### config.mk
export PLATFORM = sky130hd
export DESIGN_NAME = tone_period_detector
export DESIGN_NICKNAME = d
export VERILOG_FILES = /design/src/rtl/tone_period_detector.sv
export SDC_FILE = /design/constraint.sdc
export NUM_CORES = 1
export LEC_CHECK = 0
export CORE_ASPECT_RATIO = 0.5
export CORE_UTILIZATION = 35
export CTS_CLUSTER_DIAMETER = 60
export DETAILED_ROUTE_END_ITERATION = 16
export PLACE_DENSITY = 0.56
export SKIP_CTS_REPAIR_TIMING = 1
export SLEW_MARGIN = 10
export SYNTH_ARGS = -nofsm -noshare
export SYNTH_HDL_FRONTEND = slang
export SYNTH_SLANG_ARGS = --single-unit
### constraint.sdc
create_clock -name clock -period 5.51 [get_ports clock]
set_input_delay 1.102 -clock clock [delete_from_list [all_inputs] [get_ports clock]]
set_output_delay 1.102 -clock clock [all_outputs]
set_load 0.005 [all_outputs]
### src/rtl/tone_period_detector.sv
// ============================================================================
//  Module      : tone_period_detector
//  Description : Measures the period of a square-wave tone in a signed sample
//                stream, with hysteresis, lock qualification and silence timeout.
//  Revision    : 1.0 - initial release
// ============================================================================
`default_nettype none

module tone_period_detector #(
    parameter logic signed [31:0] THRESH     = 32'sd100000000,
    parameter logic        [31:0] MAX_PERIOD = 32'd4000000,
    parameter logic        [31:0] MATCH_TOL  = 32'd8,
    parameter logic        [3:0]  LOCK_COUNT = 4'd3
) (
    input  logic               clock,
    input  logic               reset,
    input  logic signed [31:0] audio_in,
    input  logic               sample_valid,
    output logic        [31:0] period_out,
    output logic        [31:0] hz_out,
    output logic               note_detected,
    output logic               period_valid
);

    localparam logic [1:0] c_ST_IDLE    = 2'd0;
    localparam logic [1:0] c_ST_SEEK    = 2'd1;
    localparam logic [1:0] c_ST_MEASURE = 2'd2;
    localparam logic [1:0] c_ST_LOCKED  = 2'd3;

    localparam logic c_POL_NEG = 1'b0;
    localparam logic c_POL_POS = 1'b1;

    logic [1:0]  r_state;
    logic        r_pol;
    logic [31:0] r_counter;
    logic [3:0]  r_match_cnt;
    logic [31:0] r_last_period;
    logic [31:0] r_period_out;
    logic [31:0] r_hz_out;
    logic        r_note;
    logic        r_period_valid;

    logic        w_is_pos;
    logic        w_is_neg;
    logic        w_edge;
    logic [31:0] w_captured;
    logic        w_diff_ok;
    logic        w_match;
    logic [3:0]  w_match_next;
    logic [31:0] w_cnt_inc;
    logic        w_timeout;

    assign w_is_pos = (audio_in >= THRESH);
    assign w_is_neg = (audio_in <= -THRESH);

    // Polarity is only meaningful once a sample has crossed a threshold.
    assign w_edge = sample_valid && (r_state != c_ST_IDLE) &&
                    (r_pol == c_POL_NEG) && w_is_pos;

    assign w_captured = r_counter + 32'd1;

    // Ordered subtraction keeps the tolerance check free of wrap-around.
    assign w_diff_ok = (w_captured >= r_last_period) ?
                       ((w_captured - r_last_period) <= MATCH_TOL) :
                       ((r_last_period - w_captured) <= MATCH_TOL);

    assign w_match      = (r_match_cnt != 4'd0) && w_diff_ok;
    assign w_match_next = !w_match ? 4'd1 :
                          (r_match_cnt >= LOCK_COUNT) ? LOCK_COUNT :
                          r_match_cnt + 4'd1;

    assign w_cnt_inc = (r_counter >= MAX_PERIOD) ? MAX_PERIOD : r_counter + 32'd1;
    assign w_timeout = (w_cnt_inc >= MAX_PERIOD);

    always_ff @(posedge clock) begin
        if (reset) begin
            r_state        <= c_ST_IDLE;
            r_pol          <= c_POL_NEG;
            r_counter      <= 32'd0;
            r_match_cnt    <= 4'd0;
            r_last_period  <= 32'd0;
            r_period_out   <= 32'd0;
            r_hz_out       <= 32'd0;
            r_note         <= 1'b0;
            r_period_valid <= 1'b0;
        end else begin
            r_period_valid <= 1'b0;
            if (sample_valid) begin
                if (w_is_pos) begin
                    r_pol <= c_POL_POS;
                end else if (w_is_neg) begin
                    r_pol <= c_POL_NEG;
                end

                case (r_state)
                    c_ST_IDLE: begin
                        if (w_is_pos || w_is_neg) begin
                            r_state <= c_ST_SEEK;
                        end
                    end
                    c_ST_SEEK: begin
                        if (w_edge) begin
                            r_counter <= 32'd0;
                            r_state   <= c_ST_MEASURE;
                        end
                    end
                    c_ST_MEASURE, c_ST_LOCKED: begin
                        if (w_edge) begin
                            r_last_period <= w_captured;
                            r_counter     <= 32'd0;
                            r_match_cnt   <= w_match_next;
                            if (r_state == c_ST_LOCKED) begin
                                if (w_match) begin
                                    r_period_out   <= w_captured;
                                    r_hz_out       <= w_captured - 32'd1;
                                    r_period_valid <= 1'b1;
                                end else begin
                                    r_note  <= 1'b0;
                                    r_state <= c_ST_MEASURE;
                                end
                            end else if (w_match_next == LOCK_COUNT) begin
                                r_state        <= c_ST_LOCKED;
                                r_note         <= 1'b1;
                                r_period_out   <= w_captured;
                                r_hz_out       <= w_captured - 32'd1;
                                r_period_valid <= 1'b1;
                            end
                        end else if (w_timeout) begin
                            // Silence: drop lock but keep polarity for a clean restart.
                            r_state      <= c_ST_SEEK;
                            r_counter    <= w_cnt_inc;
                            r_match_cnt  <= 4'd0;
                            r_note       <= 1'b0;
                            r_period_out <= 32'd0;
                            r_hz_out     <= 32'd0;
                        end else begin
                            r_counter <= w_cnt_inc;
                        end
                    end
                    default: r_state <= c_ST_IDLE;
                endcase
            end
        end
    end

    assign period_out    = r_period_out;
    assign hz_out        = r_hz_out;
    assign note_detected = r_note;
    assign period_valid  = r_period_valid;

endmodule

`default_nettype wire

==> impl_metrics.ini, run 1 <==
[floorplan]
floorplan.core_area_sq_um = 30300
die-width_um = 250
row_count = 45
design.die.area_sq_um = 31600
initial_core_util_pct = 35.6
boundaryPins = 101
die_h_um = 126

[power]
pwr-share-comb_pct = 16.4
power.switching_uw = 718
seq_power_share_pct = 36.7
report.power.total_uw = 2730
p_clk_share_pct = 47.0
power-per-cell-area_nw_per_um2 = 189
vdd.ir_drop.worst_v = 0.000217
pint_uw = 2010
total_leakage_power_uw = 0.00590
switching_portion_of_total_power_pct = 26.3

[timing]
slew_at_the_pin_closest_to_its_max_slew_limit_ps = 1220
fmax_ghz = 0.186
maxSlewViolCount = 0
setup_viol = 0
worst_clock_skew_ps = 15.8
timing.final.crit_share_pct = 97.6
slew_headroom_pct = 18.3
final_hold_viol_count = 0
timing.setup.tns_ps = 0
finalWorstPathRequiredPeriod_ps = 5380

[routing]
antenna_violating_nets_post_route = 0
drt_wl_total_mm = 40.3
routed_wire_length_per_instance_um = 19.6
post-route-drc-count = 2
routed-via-count = 11500
viasPerCell = 5.58
detailedRoute.firstIterationViolations = 1000
drtPass1Iterations = 11

[clock_network]
cts-root-to-sink-buffers = 2
ctsRootBufferMaster = sky130_fd_sc_hd__clkbuf_16
cts_max_level = 4
cts.sinks = 137
cts_inserted_buffers = 17
clk_pin_slew_worst_paths_ps = 50
cts_tree = done
clock_latency_ps = 430

[worst_setup_path]
critical-path-max-stage-delay_ps = 520
startpoint_to_endpoint_class_of_the_critical_path = flip-flop to flip-flop
cp_cell_sequence = ha_2 > and3_4 > nand2_4 > nor3_4 > nand3_4 > nor2_4 > xnor2_2 > buf_4 > ha_1 > a21o_1 > a21oi_2 > nor2_1 > nor2_1 > o221ai_2 > or4_1 > or4_4 > or4b_4 > nor4_4 > and4_1 > buf_6 > o21a_4 > clkbuf_16 > o22ai_2
timing.critical_path.slowest_stage_cell = sky130_fd_sc_hd__or4_4
timing.critical_path.to_type = flip-flop
worstPathBufferInverterCount = 3
worstPathArrival_ps = 5680
critical_path.max_fanout = 8
timing.critical_path.max_delay_family = simple AND/OR/NAND/NOR gates
startpoint_type = flip-flop
worst_ep_required_time_ps = 5810
critPathMostFrequentCell = sky130_fd_sc_hd__nor2_1

[grt]
maximum_number_of_pins_on_one_net_before_global_route_repair = 40
grt_usage_pct = 24.4
wire_length_of_the_first_global_routing_pass_mm = 60.1
grt_pass1_vias = 10500
grt-ovfl-total = 0
number_of_antenna_violations_at_the_first_check_in_global_routing = 0

[logic_synthesis]
synth_simple_gate_area_share_pct = 22.3
syn-num-nets = 1504
largest_family_of_logic_cells_by_synthesized_area = compound AO/OA/AOI/OAI gates
post_synth_instance_area_sq_um = 10800
synth-edff-count = 0
synth-seq-cells = 137
synthArstFlopShare_pct = 0
synth-main-ff-cell = sky130_fd_sc_hd__dfxtp_1
post_synth_inst_count = 1418
avgSynthCellArea_sq_um = 7.62
yosys-mux-area-fraction_pct = 1.44
synth_compound_area_share_pct = 28.7
yosys.area_share.adder_pct = 5.91
synth_seq_area_share_pct = 25.4
synth_warn = 0
synthXorXnorAreaFrac_pct = 6.40
synth_cell_types = 80

[finish]
drive_gt1_share_pct = 21.6
area_overhead_vs_synth_pct = 33.8
utilization_pct = 47.6
final_common_cell = sky130_fd_sc_hd__buf_4
final_nets = 1733
layout.filler_cells = 2979
num_antenna_cells = 0
most-common-layout-cells = sky130_fd_sc_hd__buf_4, sky130_fd_sc_hd__inv_1, sky130_fd_sc_hd__dfxtp_1

[flow_run]
maxCapViolations = 0

[min_path]
timing.hold.worst.class = flip-flop to flip-flop

[outcome]
result_of_the_run = finished, violations left
violated_checks = DRC

[placed_design]
hpwl_mm = 31.6
gp_routability_congestion = 0.967
numPortBuffers = 100
final cells by class:
class	instances	area [sq um]	area share (%)
inverters	163	612	4.23
flip-flops and latches	137	2750	19.0
well taps	399	499	3.45
clock inverters	11	196	1.36
repair buffers	293	2600	18.0
clock buffers	19	453	3.13
multi-input cells	1035	7350	50.9
final timing paths:
check | cells past startpoint | slack, ps | to | from
hold reg to reg | 2 | 470 | hz_out[1] | hz_out[1]
setup / recovery | 23 | 130 | period_out[11] | r_counter[1]
setup reg to reg | 23 | 130 | period_out[11] | r_counter[1]
hold / removal | 2 | 470 | hz_out[1] | hz_out[1]
logic make-up (layout without fill, tap and decap cells):
kind of cell             Yosys count  in the layout
AND/OR/NAND/NOR                  480            480
AO/OA/AOI/OAI                    410            410
buffers and inverters            246            486
flip-flops                       137            137
XOR/XNOR                          79             79
adder cells (fa/ha/maj)           51             51
multiplexers                      15             15
worst register-to-register path, cell delays in order, from the launching register on:
cell,delay (ps)
sky130_fd_sc_hd__dfxtp_2,330
sky130_fd_sc_hd__ha_2,170
sky130_fd_sc_hd__and3_4,200
sky130_fd_sc_hd__nand2_4,80
sky130_fd_sc_hd__nor3_4,310
sky130_fd_sc_hd__nand3_4,170
sky130_fd_sc_hd__nor2_4,130
sky130_fd_sc_hd__xnor2_2,70
sky130_fd_sc_hd__buf_4,170
sky130_fd_sc_hd__ha_1,200
sky130_fd_sc_hd__a21o_1,210
sky130_fd_sc_hd__a21oi_2,160
sky130_fd_sc_hd__nor2_1,60
sky130_fd_sc_hd__nor2_1,140
sky130_fd_sc_hd__o221ai_2,140
sky130_fd_sc_hd__or4_1,430
sky130_fd_sc_hd__or4_4,520
sky130_fd_sc_hd__or4b_4,500
sky130_fd_sc_hd__nor4_4,240
sky130_fd_sc_hd__and4_1,240
sky130_fd_sc_hd__buf_6,130
sky130_fd_sc_hd__o21a_4,310
sky130_fd_sc_hd__clkbuf_16,240
sky130_fd_sc_hd__o22ai_2,80
power groups by stage:
stage	clock network [uW]	logic (uW)	registers [uW]
finish	1280	447	1000
global route	1350	478	1000
CTS	1300	406	1000
detailed placement	0	404	1020
global placement	0	403	1020
floorplan	0	254	1020
sequential cells by signal, summed over array words and instances (netlist names), 2 cells and up:
name and cells:
r_state 2, period_out 32, r_match_cnt 4, hz_out 32, r_counter 32, r_last_period 32
Yosys cell counts (13+ instances only):
| master | count | share of area [%] |
|---|---|---|
| sky130_fd_sc_hd__a211oi_1 | 43 | 3.0 |
| sky130_fd_sc_hd__a21o_1 | 23 | 1.6 |
| sky130_fd_sc_hd__a21oi_1 | 86 | 4.0 |
| sky130_fd_sc_hd__and3_1 | 28 | 1.6 |
| sky130_fd_sc_hd__and4_1 | 13 | 1.1 |
| sky130_fd_sc_hd__buf_6 | 13 | 1.4 |
| sky130_fd_sc_hd__clkbuf_1 | 52 | 1.8 |
| sky130_fd_sc_hd__dfxtp_1 | 137 | 25 |
| sky130_fd_sc_hd__ha_1 | 51 | 5.9 |
| sky130_fd_sc_hd__inv_1 | 162 | 5.6 |
| sky130_fd_sc_hd__nand2_1 | 102 | 3.5 |
| sky130_fd_sc_hd__nand3_1 | 43 | 2.0 |
| sky130_fd_sc_hd__nand4_1 | 24 | 1.4 |
| sky130_fd_sc_hd__nor2_1 | 134 | 4.7 |
| sky130_fd_sc_hd__nor2b_1 | 13 | 0.75 |
| sky130_fd_sc_hd__nor3_1 | 36 | 1.7 |
| sky130_fd_sc_hd__nor4_1 | 25 | 1.4 |
| sky130_fd_sc_hd__o211ai_1 | 15 | 1.0 |
| sky130_fd_sc_hd__o21ai_0 | 42 | 1.9 |
| sky130_fd_sc_hd__o22ai_1 | 24 | 1.4 |
| sky130_fd_sc_hd__o22ai_2 | 49 | 5.7 |
| sky130_fd_sc_hd__or3_1 | 14 | 0.81 |
| sky130_fd_sc_hd__xnor2_1 | 66 | 5.4 |
| sky130_fd_sc_hd__xor2_1 | 13 | 1.1 |
layer usage:
metal	up-vias	part of all wire, %	GRT usage [%]
met5	-	0	0
met4	0	0.97	4.29
met3	34	7.6	6.35
met2	361	42	36.5
met1	5511	49	35.1
li1	5567	-	-
through the flow:
step	worst slack (ps)	cells	hold slack, ps	cell area (sq um)
2_1_floorplan	5.12	1418	449	10800
3_3_place_gp	119	2010	461	13300
3_5_place_dp	-19.2	2010	461	13300
4_1_cts	-74.9	2040	470	13900
5_1_grt	-43.0	2057	502	14500
6_report	134	2057	469	14500
(Power assumes the default switching activity.)
==> inputs of run 2 (changes only) <==
- GPL_ROUTABILITY_DRIVEN: unset -> 0
- PLACE_DENSITY: 0.56 -> 0.54
- clock period: 5.51 -> 6.6 ns (I/O delays scaled with it)
==> run 2 against run 1 <==
The run now ends clean. Routed wire length down 7.7%. Critical path type unchanged. Worst setup slack better by 280 ps. Critical path depth unchanged. Non-clock buffer count down 136. Final cell count down 6.5%. Flip-flop and latch count unchanged. Combinational power down 28%. Clock-buffer cell count down 2.
==> impl_metrics.ini, run 2 (synthesized netlist as in run 1, its figures left out) <==
[min_path]
timing.hold.worst.class = flip-flop to flip-flop

[timing]
setup_viol = 0
timing.final.crit_share_pct = 93.7
final_hold_viol_count = 0
maxSlewViolCount = 0
fmax_ghz = 0.162
finalWorstPathRequiredPeriod_ps = 6190
worst_clock_skew_ps = 9.07
setup_slack_ps = 415
timing.setup.tns_ps = 0
holdWs_ps = 475
slew_at_the_pin_closest_to_its_max_slew_limit_ps = 1280
setup_repair_after_global_routing_missed_its_margin = no
slew_headroom_pct = 14.4

[routing]
routed-via-count = 11000
post-route-drc-count = 0
routed_wire_length_per_instance_um = 19.4
drt_wl_total_mm = 37.2
antenna_violating_nets_post_route = 0
drtPass1Iterations = 6
detailedRoute.firstIterationViolations = 1044
viasPerCell = 5.70

[clock_network]
cts_inserted_buffers = 17
cts_tree = done
clk_pin_slew_worst_paths_ps = 60
cts_max_level = 4
clock_latency_ps = 430
cts.sinks = 137
ctsRootBufferMaster = sky130_fd_sc_hd__clkbuf_16
cts-root-to-sink-buffers = 2

[grt]
grt_pass1_vias = 10200
maximum_number_of_pins_on_one_net_before_global_route_repair = 66
grt-ovfl-total = 0
wire_length_of_the_first_global_routing_pass_mm = 57.5
grt_usage_pct = 23.2
number_of_antenna_violations_at_the_first_check_in_global_routing = 0

[worst_setup_path]
critical_path.max_fanout = 32
startpoint_type = flip-flop
cp_cell_sequence = ha_2 > and3_1 > buf_4 > nand4_1 > nor3_1 > xnor2_1 > inv_1 > ha_1 > buf_4 > nand4_1 > nor2b_1 > o21ai_0 > o211ai_1 > a31oi_1 > o22ai_1 > o41ai_1 > xnor2_1 > nor4_2 > buf_4 > or3_1 > o21a_4 > buf_12 > o22ai_2
worstPathArrival_ps = 6490
critPathMostFrequentCell = sky130_fd_sc_hd__buf_4
worstPathBufferInverterCount = 5
timing.critical_path.to_type = flip-flop
critical-path-max-stage-delay_ps = 540
regToRegSetupSlack_ps = 410
startpoint_to_endpoint_class_of_the_critical_path = flip-flop to flip-flop
timing.critical_path.slowest_stage_cell = sky130_fd_sc_hd__a31oi_1
timing.critical_path.max_delay_family = compound AO/OA/AOI/OAI gates
worst_ep_required_time_ps = 6900

[floorplan]
floorplan.core_area_sq_um = 30300
design.die.area_sq_um = 31600
die-width_um = 250
die_h_um = 126
initial_core_util_pct = 35.6
row_count = 45
boundaryPins = 101

[placed_design]
placement.cell_area_sq_um = 12300
pre_cts_slack_ps = 292
numPortBuffers = 100
hpwl_mm = 29.1

[finish]
postLayoutCellArea_sq_um = 12900
final_common_cell = sky130_fd_sc_hd__inv_1
most-common-layout-cells = sky130_fd_sc_hd__inv_1, sky130_fd_sc_hd__dfxtp_1, sky130_fd_sc_hd__nor2_1
num_antenna_cells = 0
area_overhead_vs_synth_pct = 19.5
utilization_pct = 42.5
final_nets = 1597
drive_gt1_share_pct = 10.9

[power]
total_leakage_power_uw = 0.00508
pint_uw = 1490
seq_power_share_pct = 40.0
power-per-cell-area_nw_per_um2 = 162
vdd.ir_drop.worst_v = 0.000178
power.switching_uw = 604
switching_portion_of_total_power_pct = 28.9
pwr-share-comb_pct = 15.5
p_clk_share_pct = 44.6

[outcome]
result_of_the_run = completed

[flow_run]
maxCapViolations = 0
run 2: changes by cell type in the layout (fill, tap and decap cells not counted), moves of 4 or more:
cell / previous run / this run
sky130_fd_sc_hd__a21oi_1: 80 / 86
sky130_fd_sc_hd__a21oi_2: 6 / 0
sky130_fd_sc_hd__buf_4: 176 / 54
sky130_fd_sc_hd__buf_6: 7 / 0
sky130_fd_sc_hd__bufinv_16: 5 / 1
sky130_fd_sc_hd__dfxtp_1: 132 / 137
sky130_fd_sc_hd__dfxtp_2: 5 / 0
sky130_fd_sc_hd__ha_1: 39 / 49
sky130_fd_sc_hd__ha_2: 6 / 2
sky130_fd_sc_hd__ha_4: 6 / 0
sky130_fd_sc_hd__inv_1: 158 / 162
sky130_fd_sc_hd__inv_2: 5 / 1
sky130_fd_sc_hd__inv_6: 0 / 6
sky130_fd_sc_hd__nor2_1: 129 / 134
run 2: power groups by stage:
stage	registers (uW)	logic, uW	clock network, uW
6_report	836	324	933
5_1_grt	837	346	986
4_1_cts	836	314	952
3_5_place_dp	855	312	0
3_3_place_gp	855	310	0
2_1_floorplan	852	212	0
run 2: final timing paths:
path / cells after the start / endpoint / startpoint
worst max-delay path: 23 / hz_out[28] / r_counter[0]
worst min-delay path: 2 / hz_out[4] / hz_out[4]
worst max register to register: 23 / hz_out[28] / r_counter[0]
worst min register to register: 2 / hz_out[4] / hz_out[4]
run 2: through the flow:
stage,power [uW],std cells
after floorplan,1060,1418
after global placement,1160,1891
after detailed placement,1170,1891
after CTS,2100,1923
after global routing,2170,1923
final,2090,1923
run 2: worst reg2reg max path, cell delays in order, from the launching register on:
cell                       delay, ps
sky130_fd_sc_hd__dfxtp_1         490
sky130_fd_sc_hd__ha_2            330
sky130_fd_sc_hd__and3_1          200
sky130_fd_sc_hd__buf_4           160
sky130_fd_sc_hd__nand4_1         280
sky130_fd_sc_hd__nor3_1          450
sky130_fd_sc_hd__xnor2_1         210
sky130_fd_sc_hd__inv_1           140
sky130_fd_sc_hd__ha_1            370
sky130_fd_sc_hd__buf_4           190
sky130_fd_sc_hd__nand4_1         110
sky130_fd_sc_hd__nor2b_1          90
sky130_fd_sc_hd__o21ai_0         150
sky130_fd_sc_hd__o211ai_1        190
sky130_fd_sc_hd__a31oi_1         540
sky130_fd_sc_hd__o22ai_1         250
sky130_fd_sc_hd__o41ai_1         490
sky130_fd_sc_hd__xnor2_1         130
sky130_fd_sc_hd__nor4_2          290
sky130_fd_sc_hd__buf_4           240
sky130_fd_sc_hd__or3_1           140
sky130_fd_sc_hd__o21a_4          220
sky130_fd_sc_hd__buf_12          250
sky130_fd_sc_hd__o22ai_2         140
run 2: routing by layer:
metal  up-vias  global-route usage, %  routed length (um)
met1      5226                   32.3               17500
met5         -                      0                   0
met3        48                   5.48                2870
met2       408                   35.8               16300
li1       5285                      -                   -
met4         0                   5.95                 518
run 2: layout make-up:
cell class,instances,area (sq um)
Tap cell,399,499
Inverter,163,612
Multi-Input combinational cell,1035,7030
Fill cell,3098,17400
Timing Repair Buffer,157,1460
Clock inverter,15,139
Clock buffer,17,425
Sequential cell,137,2740
==> inputs of run 3 (changes only) <==
- CORE_ASPECT_RATIO: 0.5 -> 1.5
==> run 3 against run 2 <==
Fmax down 0.59%. Critical path type unchanged. Clock skew up 4.9 ps. Non-clock buffer count down 8. Flip-flop and latch count unchanged. Clock power up 16%. Largest cell class unchanged. Final cell count down 0.36%. Sequential power about the same.
==> impl_metrics.ini, run 3 (synthesized netlist as in run 1, its figures left out) <==
[outcome]
result_of_the_run = completed

[routing]
drt_wl_total_mm = 38.0
routed-via-count = 10800
post-route-drc-count = 0
drtPass1Iterations = 6
antenna_violating_nets_post_route = 0
viasPerCell = 5.65
detailedRoute.firstIterationViolations = 701
routed_wire_length_per_instance_um = 19.8

[finish]
final_nets = 1589
final_common_cell = sky130_fd_sc_hd__inv_1
num_antenna_cells = 0
most-common-layout-cells = sky130_fd_sc_hd__inv_1, sky130_fd_sc_hd__nor2_1, sky130_fd_sc_hd__dfxtp_1
finalNonFillerCells = 1916
utilization_pct = 42.8
area_overhead_vs_synth_pct = 20.3
drive_gt1_share_pct = 10.8

[clock_network]
cts-root-to-sink-buffers = 2
cts_max_level = 4
ctsRootBufferMaster = sky130_fd_sc_hd__clkbuf_16
cts.sinks = 137
clk_pin_slew_worst_paths_ps = 60
cts_inserted_buffers = 17
clock_latency_ps = 450
cts_tree = done

[timing]
timing.setup.tns_ps = 0
slew_at_the_pin_closest_to_its_max_slew_limit_ps = 950
finalWorstPathRequiredPeriod_ps = 6220
final_hold_viol_count = 0
setup_viol = 0
slew_headroom_pct = 36.2
timing.final.crit_share_pct = 94.3
fmax_ghz = 0.161
setup_repair_after_global_routing_missed_its_margin = no
maxSlewViolCount = 0
worst_clock_skew_ps = 14.0
holdWs_ps = 477

[grt]
grt-ovfl-total = 0
grt_usage_pct = 24.2
maximum_number_of_pins_on_one_net_before_global_route_repair = 66
wire_length_of_the_first_global_routing_pass_mm = 59.1
grt_pass1_vias = 10400
number_of_antenna_violations_at_the_first_check_in_global_routing = 0

[worst_setup_path]
cp_cell_sequence = and4_1 > nand4_1 > buf_4 > nor3_1 > nor2_1 > buf_4 > inv_1 > ha_1 > a21oi_1 > o21ai_0 > a21oi_2 > o21ai_0 > a221oi_1 > inv_1 > a211oi_1 > or4b_1 > nor4_1 > and4_1 > o21a_4 > buf_12 > o22ai_2
worstPathBufferInverterCount = 5
timing.critical_path.max_delay_family = simple AND/OR/NAND/NOR gates
critical_path.max_fanout = 21
critical-path-max-stage-delay_ps = 560
startpoint_type = flip-flop
timing.critical_path.slowest_stage_cell = sky130_fd_sc_hd__dfxtp_1
worst_ep_required_time_ps = 6900
worstPathArrival_ps = 6520
startpoint_to_endpoint_class_of_the_critical_path = flip-flop to flip-flop
timing.critical_path.to_type = flip-flop

[placed_design]
hpwl_mm = 29.8
numPortBuffers = 100
placedCellCount = 1884

[floorplan]
floorplan.core_area_sq_um = 30400
boundaryPins = 101
row_count = 78
initial_core_util_pct = 35.6
die-width_um = 145
die_h_um = 217
design.die.area_sq_um = 31600

[min_path]
timing.hold.worst.class = flip-flop to flip-flop

[power]
total_leakage_power_uw = 0.00512
power-per-cell-area_nw_per_um2 = 172
vdd.ir_drop.worst_v = 0.000186

[flow_run]
maxCapViolations = 0
## run 3: changes by cell type in the layout (fill, tap and decap cells not counted), moves of 3 or more
cell | previous run | this run
sky130_fd_sc_hd__buf_4 | 54 | 45
sky130_fd_sc_hd__bufinv_16 | 1 | 5
sky130_fd_sc_hd__clkinv_2 | 4 | 1
sky130_fd_sc_hd__dfxtp_1 | 137 | 134
sky130_fd_sc_hd__dfxtp_2 | 0 | 3
sky130_fd_sc_hd__inv_6 | 6 | 1
## run 3: worst paths after layout
path	start	end	slack, ps	cells past startpoint
hold reg to reg	r_match_cnt[1]	r_match_cnt[1]	480	2
setup / recovery	r_counter[2]	period_out[20]	380	21
hold / removal	r_match_cnt[1]	r_match_cnt[1]	480	2
setup reg to reg	r_counter[2]	period_out[20]	380	21
## run 3: where the power goes
group          internal [uW]  total, uW  switching, uW  leakage (uW)
logic                    127        317            190       0.00371
clock network            672       1080            404      0.000307
registers                831        836           5.43       0.00111
total                   1630       2230            599       0.00512
## run 3: per-layer routing
layer | up-vias | GRT usage (%) | part of all wire (%)
met1 | 5161 | 25.7 | 39
met4 | 0 | 15.5 | 5.9
met5 | - | 0 | 0
li1 | 5265 | - | -
met3 | 91 | 3.69 | 3.9
met2 | 315 | 44.4 | 52
## run 3: layout make-up
type	instances	area (sq um)
clock buffer	18	429
clock inverter	14	221
fill	3134	17400
inverter	163	612
multi-input combinational	1035	7080
sequential	137	2750
tap	400	500
timing repair buffer	149	1410
## run 3: through the flow
step / setup slack, ps / power [uW] / cell area, sq um
floorplan: 925 / 1060 / 10800
global placement: 353 / 1160 / 12300
detailed placement: 211 / 1160 / 12300
CTS: 179 / 2250 / 12900
global route: 15.6 / 2300 / 13000
finish: 378 / 2230 / 13000
## run 3: tightest hold or removal path: cells and delay by family (launching register included)
kind            cells  cell delay [ps]
flops               1              320
simple gates        1               60
compound gates      1               50
